[src/rtl/uart_pkg.sv]
// Shared UART constants and types for the receiver, transmitter and receive buffer.
// Latency: n/a (declarations only).
// Backpressure: n/a.
package uart_pkg;

    localparam int UART_DATA_W         = 8;
    localparam int UART_CLKS_PER_BIT   = 10416;
    localparam int UART_RX_FIFO_DEPTH  = 16;
    localparam int UART_RX_FIFO_THRESH = 8;

    typedef logic [UART_DATA_W-1:0] uart_byte_t;

endpackage

[src/rtl/uart_fifo_ram.sv]
// Byte storage for the receive FIFO: one synchronous write port, one registered read port.
// Latency: read data appears one cycle after rd_vld; a read and a write to the same address return the old byte.
// Backpressure: none; the caller only issues accepted operations.
module uart_fifo_ram
    import uart_pkg::*;
#(
    parameter int DEPTH  = UART_RX_FIFO_DEPTH,
    parameter int ADDR_W = 4
) (
    input  logic                   UART_CLK,
    input  logic                   reset,
    input  logic                   wr_vld,
    input  logic [ADDR_W-1:0]      wr_addr,
    input  logic [UART_DATA_W-1:0] wr_dat,
    input  logic                   rd_vld,
    input  logic [ADDR_W-1:0]      rd_addr,
    output logic [UART_DATA_W-1:0] rd_dat
);

    uart_byte_t mem_q [DEPTH];
    uart_byte_t rd_dat_q;
    uart_byte_t rd_dat_d;

    // The array itself is never reset; its contents are meaningless until written.
    always_ff @(posedge UART_CLK) begin
        if (wr_vld) begin
            mem_q[wr_addr] <= wr_dat;
        end
    end

    // The output register holds its value between reads.
    always_comb begin
        rd_dat_d = rd_dat_q;
        if (rd_vld) begin
            rd_dat_d = mem_q[rd_addr];
        end
    end

    always_ff @(posedge UART_CLK or posedge reset) begin
        if (reset) begin
            rd_dat_q <= '0;
        end else begin
            rd_dat_q <= rd_dat_d;
        end
    end

    assign rd_dat = rd_dat_q;

endmodule

[src/rtl/uart_rx_fifo.sv]
// Receive byte FIFO between the UART receiver and the register block, with status, sticky overrun and irq.
// Latency: read data and rd_valid one cycle after an accepted rd_en; flags valid one cycle after the event.
// Backpressure: none upstream; bytes arriving while full are dropped and flagged as overrun.
module uart_rx_fifo
    import uart_pkg::*;
#(
    parameter int DEPTH  = UART_RX_FIFO_DEPTH,
    parameter int ADDR_W = 4,
    parameter int THRESH = UART_RX_FIFO_THRESH
) (
    input  logic                   UART_CLK,
    input  logic                   reset,
    input  logic                   rx_ready,
    input  logic [UART_DATA_W-1:0] rx_data,
    input  logic                   rd_en,
    input  logic                   flush,
    input  logic                   clr_ovr,
    output logic [UART_DATA_W-1:0] rd_data,
    output logic                   rd_valid,
    output logic                   empty,
    output logic                   full,
    output logic [ADDR_W:0]        count,
    output logic                   overrun,
    output logic                   irq
);

    localparam logic [ADDR_W:0]   DEPTH_C  = (ADDR_W+1)'(DEPTH);
    localparam logic [ADDR_W:0]   THRESH_C = (ADDR_W+1)'(THRESH);
    localparam logic [ADDR_W-1:0] PTR_ONE  = ADDR_W'(1);

    logic [ADDR_W-1:0] wr_ptr_q, wr_ptr_d;
    logic [ADDR_W-1:0] rd_ptr_q, rd_ptr_d;
    logic [ADDR_W:0]   count_q, count_d;
    logic              rd_valid_q, rd_valid_d;
    logic              overrun_q, overrun_d;

    logic is_empty;
    logic is_full;
    logic rd_acc;
    logic wr_acc;
    logic ovr_evt;

    always_comb begin
        is_empty = (count_q == '0);
        is_full  = (count_q == DEPTH_C);

        // A read on a full FIFO frees the slot the concurrent write lands in, so
        // the write is taken and no overrun is raised. An empty FIFO never
        // forwards the incoming byte to the read port in the same cycle.
        rd_acc  = rd_en && !flush && !is_empty;
        wr_acc  = rx_ready && !flush && (!is_full || rd_acc);
        ovr_evt = rx_ready && !flush && is_full && !rd_acc;

        wr_ptr_d = wr_ptr_q;
        rd_ptr_d = rd_ptr_q;
        count_d  = count_q;
        if (flush) begin
            wr_ptr_d = '0;
            rd_ptr_d = '0;
            count_d  = '0;
        end else begin
            if (wr_acc) begin
                wr_ptr_d = wr_ptr_q + PTR_ONE;
            end
            if (rd_acc) begin
                rd_ptr_d = rd_ptr_q + PTR_ONE;
            end
            count_d = count_q + (ADDR_W+1)'(wr_acc) - (ADDR_W+1)'(rd_acc);
        end

        rd_valid_d = rd_acc;

        // A drop in the same cycle as clr_ovr keeps the flag set.
        overrun_d = overrun_q;
        if (ovr_evt) begin
            overrun_d = 1'b1;
        end else if (clr_ovr) begin
            overrun_d = 1'b0;
        end
    end

    always_ff @(posedge UART_CLK or posedge reset) begin
        if (reset) begin
            wr_ptr_q   <= '0;
            rd_ptr_q   <= '0;
            count_q    <= '0;
            rd_valid_q <= 1'b0;
            overrun_q  <= 1'b0;
        end else begin
            wr_ptr_q   <= wr_ptr_d;
            rd_ptr_q   <= rd_ptr_d;
            count_q    <= count_d;
            rd_valid_q <= rd_valid_d;
            overrun_q  <= overrun_d;
        end
    end

    uart_fifo_ram #(
        .DEPTH  (DEPTH),
        .ADDR_W (ADDR_W)
    ) u_ram (
        .UART_CLK (UART_CLK),
        .reset    (reset),
        .wr_vld   (wr_acc),
        .wr_addr  (wr_ptr_q),
        .wr_dat   (rx_data),
        .rd_vld   (rd_acc),
        .rd_addr  (rd_ptr_q),
        .rd_dat   (rd_data)
    );

    assign rd_valid = rd_valid_q;
    assign count    = count_q;
    assign empty    = (count_q == '0);
    assign full     = (count_q == DEPTH_C);
    assign overrun  = overrun_q;
    assign irq      = (count_q >= THRESH_C) || overrun_q;

endmodule

[config.mk]
export PLATFORM = sky130hd
export DESIGN_NAME = uart_rx_fifo
export DESIGN_NICKNAME = d
export VERILOG_FILES = /design/src/rtl/uart_pkg.sv /design/src/rtl/uart_fifo_ram.sv /design/src/rtl/uart_rx_fifo.sv
export SDC_FILE = /design/constraint.sdc
export NUM_CORES = 1
export LEC_CHECK = 0
export ABC_AREA = 1
export CELL_PAD_IN_SITES_DETAIL_PLACEMENT = 0
export CELL_PAD_IN_SITES_GLOBAL_PLACEMENT = 1
export CORE_AREA = 2 2 116 118
export DETAILED_ROUTE_END_ITERATION = 8
export DIE_AREA = 0 0 118 120
export GPL_TIMING_DRIVEN = 0
export PLACE_DENSITY_LB_ADDON = 0.1
export RECOVER_POWER = 100
export SLEW_MARGIN = 25
export SYNTH_ARGS = -nofsm -noshare
export SYNTH_HDL_FRONTEND = slang
export SYNTH_HIERARCHICAL = 1
export SYNTH_SLANG_ARGS = --single-unit
[constraint.sdc]
create_clock -name UART_CLK -period 5.4 [get_ports UART_CLK]
set_clock_uncertainty 0.1 [all_clocks]
set_input_delay 1.08 -clock UART_CLK [delete_from_list [all_inputs] [get_ports UART_CLK]]
set_output_delay 1.08 -clock UART_CLK [all_outputs]
set_load 0.02 [all_outputs]
# Yosys cells after proc, flatten, opt, wreduce, memory -nomap -nowiden
# Memory sizes are Yosys's and may differ from the RTL's. A register that Yosys moved wholly into a read port is not among the register bits.
# Cells that the tools add are included.
# W data, S select, Z words.
[classes] order_cmp=1 add_sub_neg=4 n_eq_ne=1 n_mux=9 n_reduce_logical=16
[ops] cell="$mux W4" n=4
[ops] cell="$add A4 B1 Y4 const B" n=2
[ops] cell="$logic_and A1 B1 Y1" n=6
[ops] cell="$reduce_bool A2 Y1" n=3
[ops] cell="$add A5 B1 Y5" n=1
[ops] cell="$eq A5 B5 Y1 const B" n=1
[ops] cell="$ge A5 B4 Y1 const B" n=1
[ops] cell="$logic_not A5 Y1" n=1
[ops] cell="$mux W5" n=1
[ops] cell="$sub A5 B1 Y5" n=1
[ops] cell="$logic_not A1 Y1" n=4
[ops] cell="$mux W1" n=4
[ops] cell="$logic_or A1 B1 Y1" n=2
[word_totals] wordCells=37 mem_bits_rw=128 input_bits=14 out_inout_bits=18 n_memories=1 regBits=15
[mem_list] name="u_ram.mem_q" depth=16 width=8 rd=1 rd_clocked_by_memory_dff=1 write_ports=1 line="uart_fifo_ram.sv:20" rtl="uart_byte_t mem_q [DEPTH];"

# Longest topological paths before layout
[depth] depth_word=8 depth_mapped=15

# Hierarchy
# Netlist, hierarchy kept.
[modules_own_cells] module="uart_fifo_ram" n_inst=1 area_per_inst_um2=5595.4 cells_per_inst=482 seq_area_each_um2=4043.9
[modules_own_cells] module="uart_rx_fifo" n_inst=1 area_per_inst_um2=939.7 cells_per_inst=110 seq_area_each_um2=375.4

# Worst setup path after synthesis
# No wires, ideal clock.
[synth_path] path_kind="input to register" from="input port flush" to="register count_q[4], in the netlist count[4]" setup_ns=0.119 setup_slack_ns=2.602 required_ns=5.181 path_stages=14 arrival_time_ns=2.579 path_cell_list="inv_2 nand2_4 inv_1 nand2_4 nor2_4 inv_2 nand2_1 ha_1 inv_1 fa_1 o21ai_0 nand2_1 a21oi_1 nor2_1"
[synth_between] elab_chain_len=8 word_cells_on_any_way=9
[synth_rtl] item="from (decl)" line="uart_rx_fifo.sv:16" rtl="input logic flush,"
[synth_rtl] item="$logic_not A1 Y1" line="uart_rx_fifo.sv:50, uart_rx_fifo.sv:51"
[synth_rtl] item="$logic_and A1 B1 Y1 (2 in series)" line="uart_rx_fifo.sv:50" rtl="rd_acc = rd_en && !flush && !is_empty;"
[synth_rtl] item="$logic_or A1 B1 Y1" line="uart_rx_fifo.sv:51" rtl="wr_acc = rx_ready && !flush && (!is_full || rd_acc);"
[synth_rtl] item="$logic_and A1 B1 Y1" line="uart_rx_fifo.sv:51"
[synth_rtl] item="$add A5 B1 Y5" line="uart_rx_fifo.sv:68" rtl="count_d = count_q + (ADDR_W+1)'(wr_acc) - (ADDR_W+1)'(rd_acc);"
[synth_rtl] item="$sub A5 B1 Y5" line="uart_rx_fifo.sv:68"
[synth_rtl] item="$mux W5 (*)" line="uart_rx_fifo.sv:57" rtl="if (flush) begin"
[synth_rtl] item="net count_d[4]" line="uart_rx_fifo.sv:33" rtl="logic [ADDR_W:0] count_q, count_d;"
[synth_rtl] item="to (signal assigned)" line="uart_rx_fifo.sv:92" rtl="count_q <= count_d;"
[synth_rtl] item="to (decl)" line="uart_rx_fifo.sv:33"
# The timed path passes the listed nets; every way through them passes the cells marked *.
# A chain may end at the register's enable or synchronous reset.

# Worst setup path after layout
[layout_path] from="input port flush" to="register count_q[4], in the netlist count[4]"
[layout_between] elab_chain_len=8 word_cells_on_any_way=9
[layout_rtl] item="$logic_not A1 Y1 (*)" line="uart_rx_fifo.sv:50, uart_rx_fifo.sv:51"
[layout_rtl] item="$logic_and A1 B1 Y1 (2 in series)" line="uart_rx_fifo.sv:50"
[layout_rtl] item="$logic_or A1 B1 Y1" line="uart_rx_fifo.sv:51"
[layout_rtl] item="$logic_and A1 B1 Y1 (*)" line="uart_rx_fifo.sv:51"
[layout_rtl] item="net wr_acc" line="uart_rx_fifo.sv:40" rtl="logic wr_acc;"
[layout_rtl] item="$add A5 B1 Y5 (*)" line="uart_rx_fifo.sv:68"
[layout_rtl] item="$sub A5 B1 Y5 (*)" line="uart_rx_fifo.sv:68"
[layout_rtl] item="$mux W5 (*)" line="uart_rx_fifo.sv:57"
[layout_rtl] item="net count_d[4]" line="uart_rx_fifo.sv:33"
# Marked as above.

==> out/metrics.csv <==
metric;value;unit
rsz0062_at_grt;false;
cts_buffer_depth;2;
path_max_fanout;7;
synthCells;592;
grt_pass1_wl;23560;um
drtPass1Iterations;7;
min_from;u_ram/rd_dat[5]$_DFFE_PP0P_;
min_to;u_ram/rd_dat[5]$_DFFE_PP0P_;
initial_core_util;50.35;%
layout.nets;666;
critPathBufInv;4;
cp-end-kind;register;
crit_arrival;3.80;ns
critPathKind;in2reg;
place_inst;799;
gr-total-overflow;0;
cp_slowest_cell;dlygate4sd3_1;
postPlaceCellArea;7066;um2
syn-cell-area;6535;um2
rr_endpoint;count[4]$_DFF_PP0_;
syn_to_final_growth;16.12;%
timing.hold.ws;0.3762;ns
holdPathStages;2;
ios;32;
ys_types;25;
crit_start;flush;
die_area;14160;um2
fin_crit;3.584;ns
diodes;0;
cts_hold_buf;0;
cp_slowest_stage_delay;0.59;ns
power_density;462.4;nW/um2
cp.required;5.61;ns
ys_ff_latch;151;
grt_max_degree;17;
yosys_warnings;6;
drtIter0Drc;372;
tns;0;ns
critPathMostFrequentCell;nand2_1;
wirelength;15270;um
status;complete, no violations;
syn-num-nets;616;
postCtsSetupBuffers;0;
dp_hpwl;10450;um
avgSynthCellArea;11.04;um2
reg2reg_setup_slack;2.61;ns
worstSetupStartpointType;input pin;
slew_headroom;39.86;%
drive_gt1_share;8.563;%
grt_pass1_vias;4306;
grt_usage;22.91;%
drcViolationCount;0;
vias;4416;
clkTransAtPathRegs;0.06;ns
cts_sinks;151;
cts_root_buf;clkbuf_16;
seq_area_frac_synth;67.62;%
port_buffers;31;
p_leak;3.053;nW
worst_slew_pin_slew;0.8988;ns
cts-resized-gates;0;
max_freq;279.0;MHz
wl_per_cell;18.40;um
hp-class;reg2reg;
reg2reg_depth;14;
ant_nets;0;
rows;42;
numCtsBuffers;17;
avgViaCountPerCell;5.320;
gp_congestion;0.8405;
crit_family;buffers and inverters;
cts_tree;built;
stdcell_count;830;
hold_viol;0;
die_w;118;um
setup_viol;0;
ir_drop;0.2681;mV
cts_max_level;4;
antenna_found_initial;0;
drv_cap;0;
period_share;66.36;%
clk_latency;0.42;ns
finalInstanceArea;7589;um2
drv_slew;0;
die-height;120;um
coreArea;12980;um2
reg2reg_from;count[2]$_DFF_PP0_;
path_cells;dlygate4sd3_1 > inv_1 > nand2_1 > nand4_1 > nand2_1 > inv_1 > nand2_1 > nand2_1 > ha_1 > inv_1 > fa_1 > o21ai_0 > nand2_1 > a21oi_1 > nor2_1;
==> power breakdown <==
group          internal (mW)  total [mW]  switching (mW)  leakage, nW
registers               1.33        1.38          0.0467         1.45
clock network          0.708        1.13           0.424        0.279
logic                  0.344       0.996           0.652         1.32
total                   2.39        3.51            1.12         3.05
==> kinds of logic after synthesis <==
kind of cell	Yosys count	share of synthesized area [%]
buffers and inverters	57	5.189
AO/OA/AOI/OAI	8	0.6127
AND/OR/NAND/NOR	363	24.14
flip-flops	151	67.62
adder cells (fa/ha/maj)	10	2.030
XOR/XNOR	3	0.4021
==> layer usage <==
metal | share of wire (%) | global-route usage, %
met1 | 44 | 30.13
met2 | 48 | 35.61
met3 | 5.2 | 5.656
met4 | 3.3 | 11.75
met5 | 0 | 0
==> layout by cell type, fill, tap and decap left out <==
master             n
clkbuf_8           2
buf_4              4
edfxtp_1         128
clkinv_2           3
a21oi_1            2
nor2_4             2
nand2_1          217
and3_1             1
buf_6              9
nand4_1            4
inv_2              4
xor2_1             2
bufinv_16          3
fa_1               1
clkbuf_1           1
dfrtp_1           23
clkinv_1           7
clkinv_4           1
xnor2_1            1
o21ai_0            6
nand3_2            1
clkbuf_16         17
nand3b_1           2
nor2_1            23
nand3_1          113
inv_1             27
buf_2             10
dlygate4sd3_1     29
ha_1               9
clkdlybuf4s50_1    2
==> flip-flops by register name, indices dropped and copies added, names as in the netlist <==
register and flops:
count 5, u_ram/rd_dat 8, rd_valid 1, overrun 1
rd_ptr_q 4, u_ram/mem_q 128, wr_ptr_q 4
==> worst max path at each step <==
| stage | to | cells past startpoint |
|---|---|---|
| 3_3_place_gp | count[4]$_DFF_PP0_ | 14 |
| 6_report | count[4]$_DFF_PP0_ | 15 |
| 5_1_grt | count[4]$_DFF_PP0_ | 15 |
| 2_1_floorplan | count[4]$_DFF_PP0_ | 14 |
| 4_1_cts | count[4]$_DFF_PP0_ | 14 |
| 3_5_place_dp | count[4]$_DFF_PP0_ | 14 |
==> per-stage QoR <==
| stage | utilization (%) | power [mW] | worst slack [ns] |
|---|---|---|---|
| floorplan | - | 2.058 | 2.602 |
| global placement | 54.43 | 2.415 | 1.705 |
| detailed placement | 54.43 | 2.439 | 1.684 |
| CTS | 58.79 | 3.576 | 2.132 |
| global route | 58.46 | 3.692 | 1.524 |
| finish | 58.46 | 3.509 | 1.816 |
==> Yosys cell counts, drive strengths merged <==
cell,number,area [um2]
edfxtp,128,3844
xnor2,1,8.760
inv,31,116.4
xor2,2,17.52
a21oi,2,10.01
nor2,25,108.9
clkbuf,3,41.29
o21ai,6,30.03
nand3b,2,15.01
nand3,114,575.6
nand4,4,40.04
fa,1,20.02
ha,9,112.6
nand2,217,832.1
and3,1,6.260
buf,23,181.4
dfrtp,23,575.6
==> cell type report <==
type	count	area, um2
fillers	1124	5391
clock buffers	17	425.4
well taps	176	220.2
inverters	31	116.4
repair buffers	31	310.3
plain buffers	26	212.7
multi-input cells	384	1744
clock inverters	14	140.1
flip-flops and latches	151	4419
==> worst reg2reg max path, delay by kind of cell, from the launching register on <==
kind / cells / cell delay [ns]
adder cells (fa/ha/maj): 3 / 0.83
buffers and inverters: 3 / 0.38
flip-flops: 1 / 0.38
AND/OR/NAND/NOR: 6 / 0.66
AO/OA/AOI/OAI: 2 / 0.33
(Power assumes the default switching activity.)
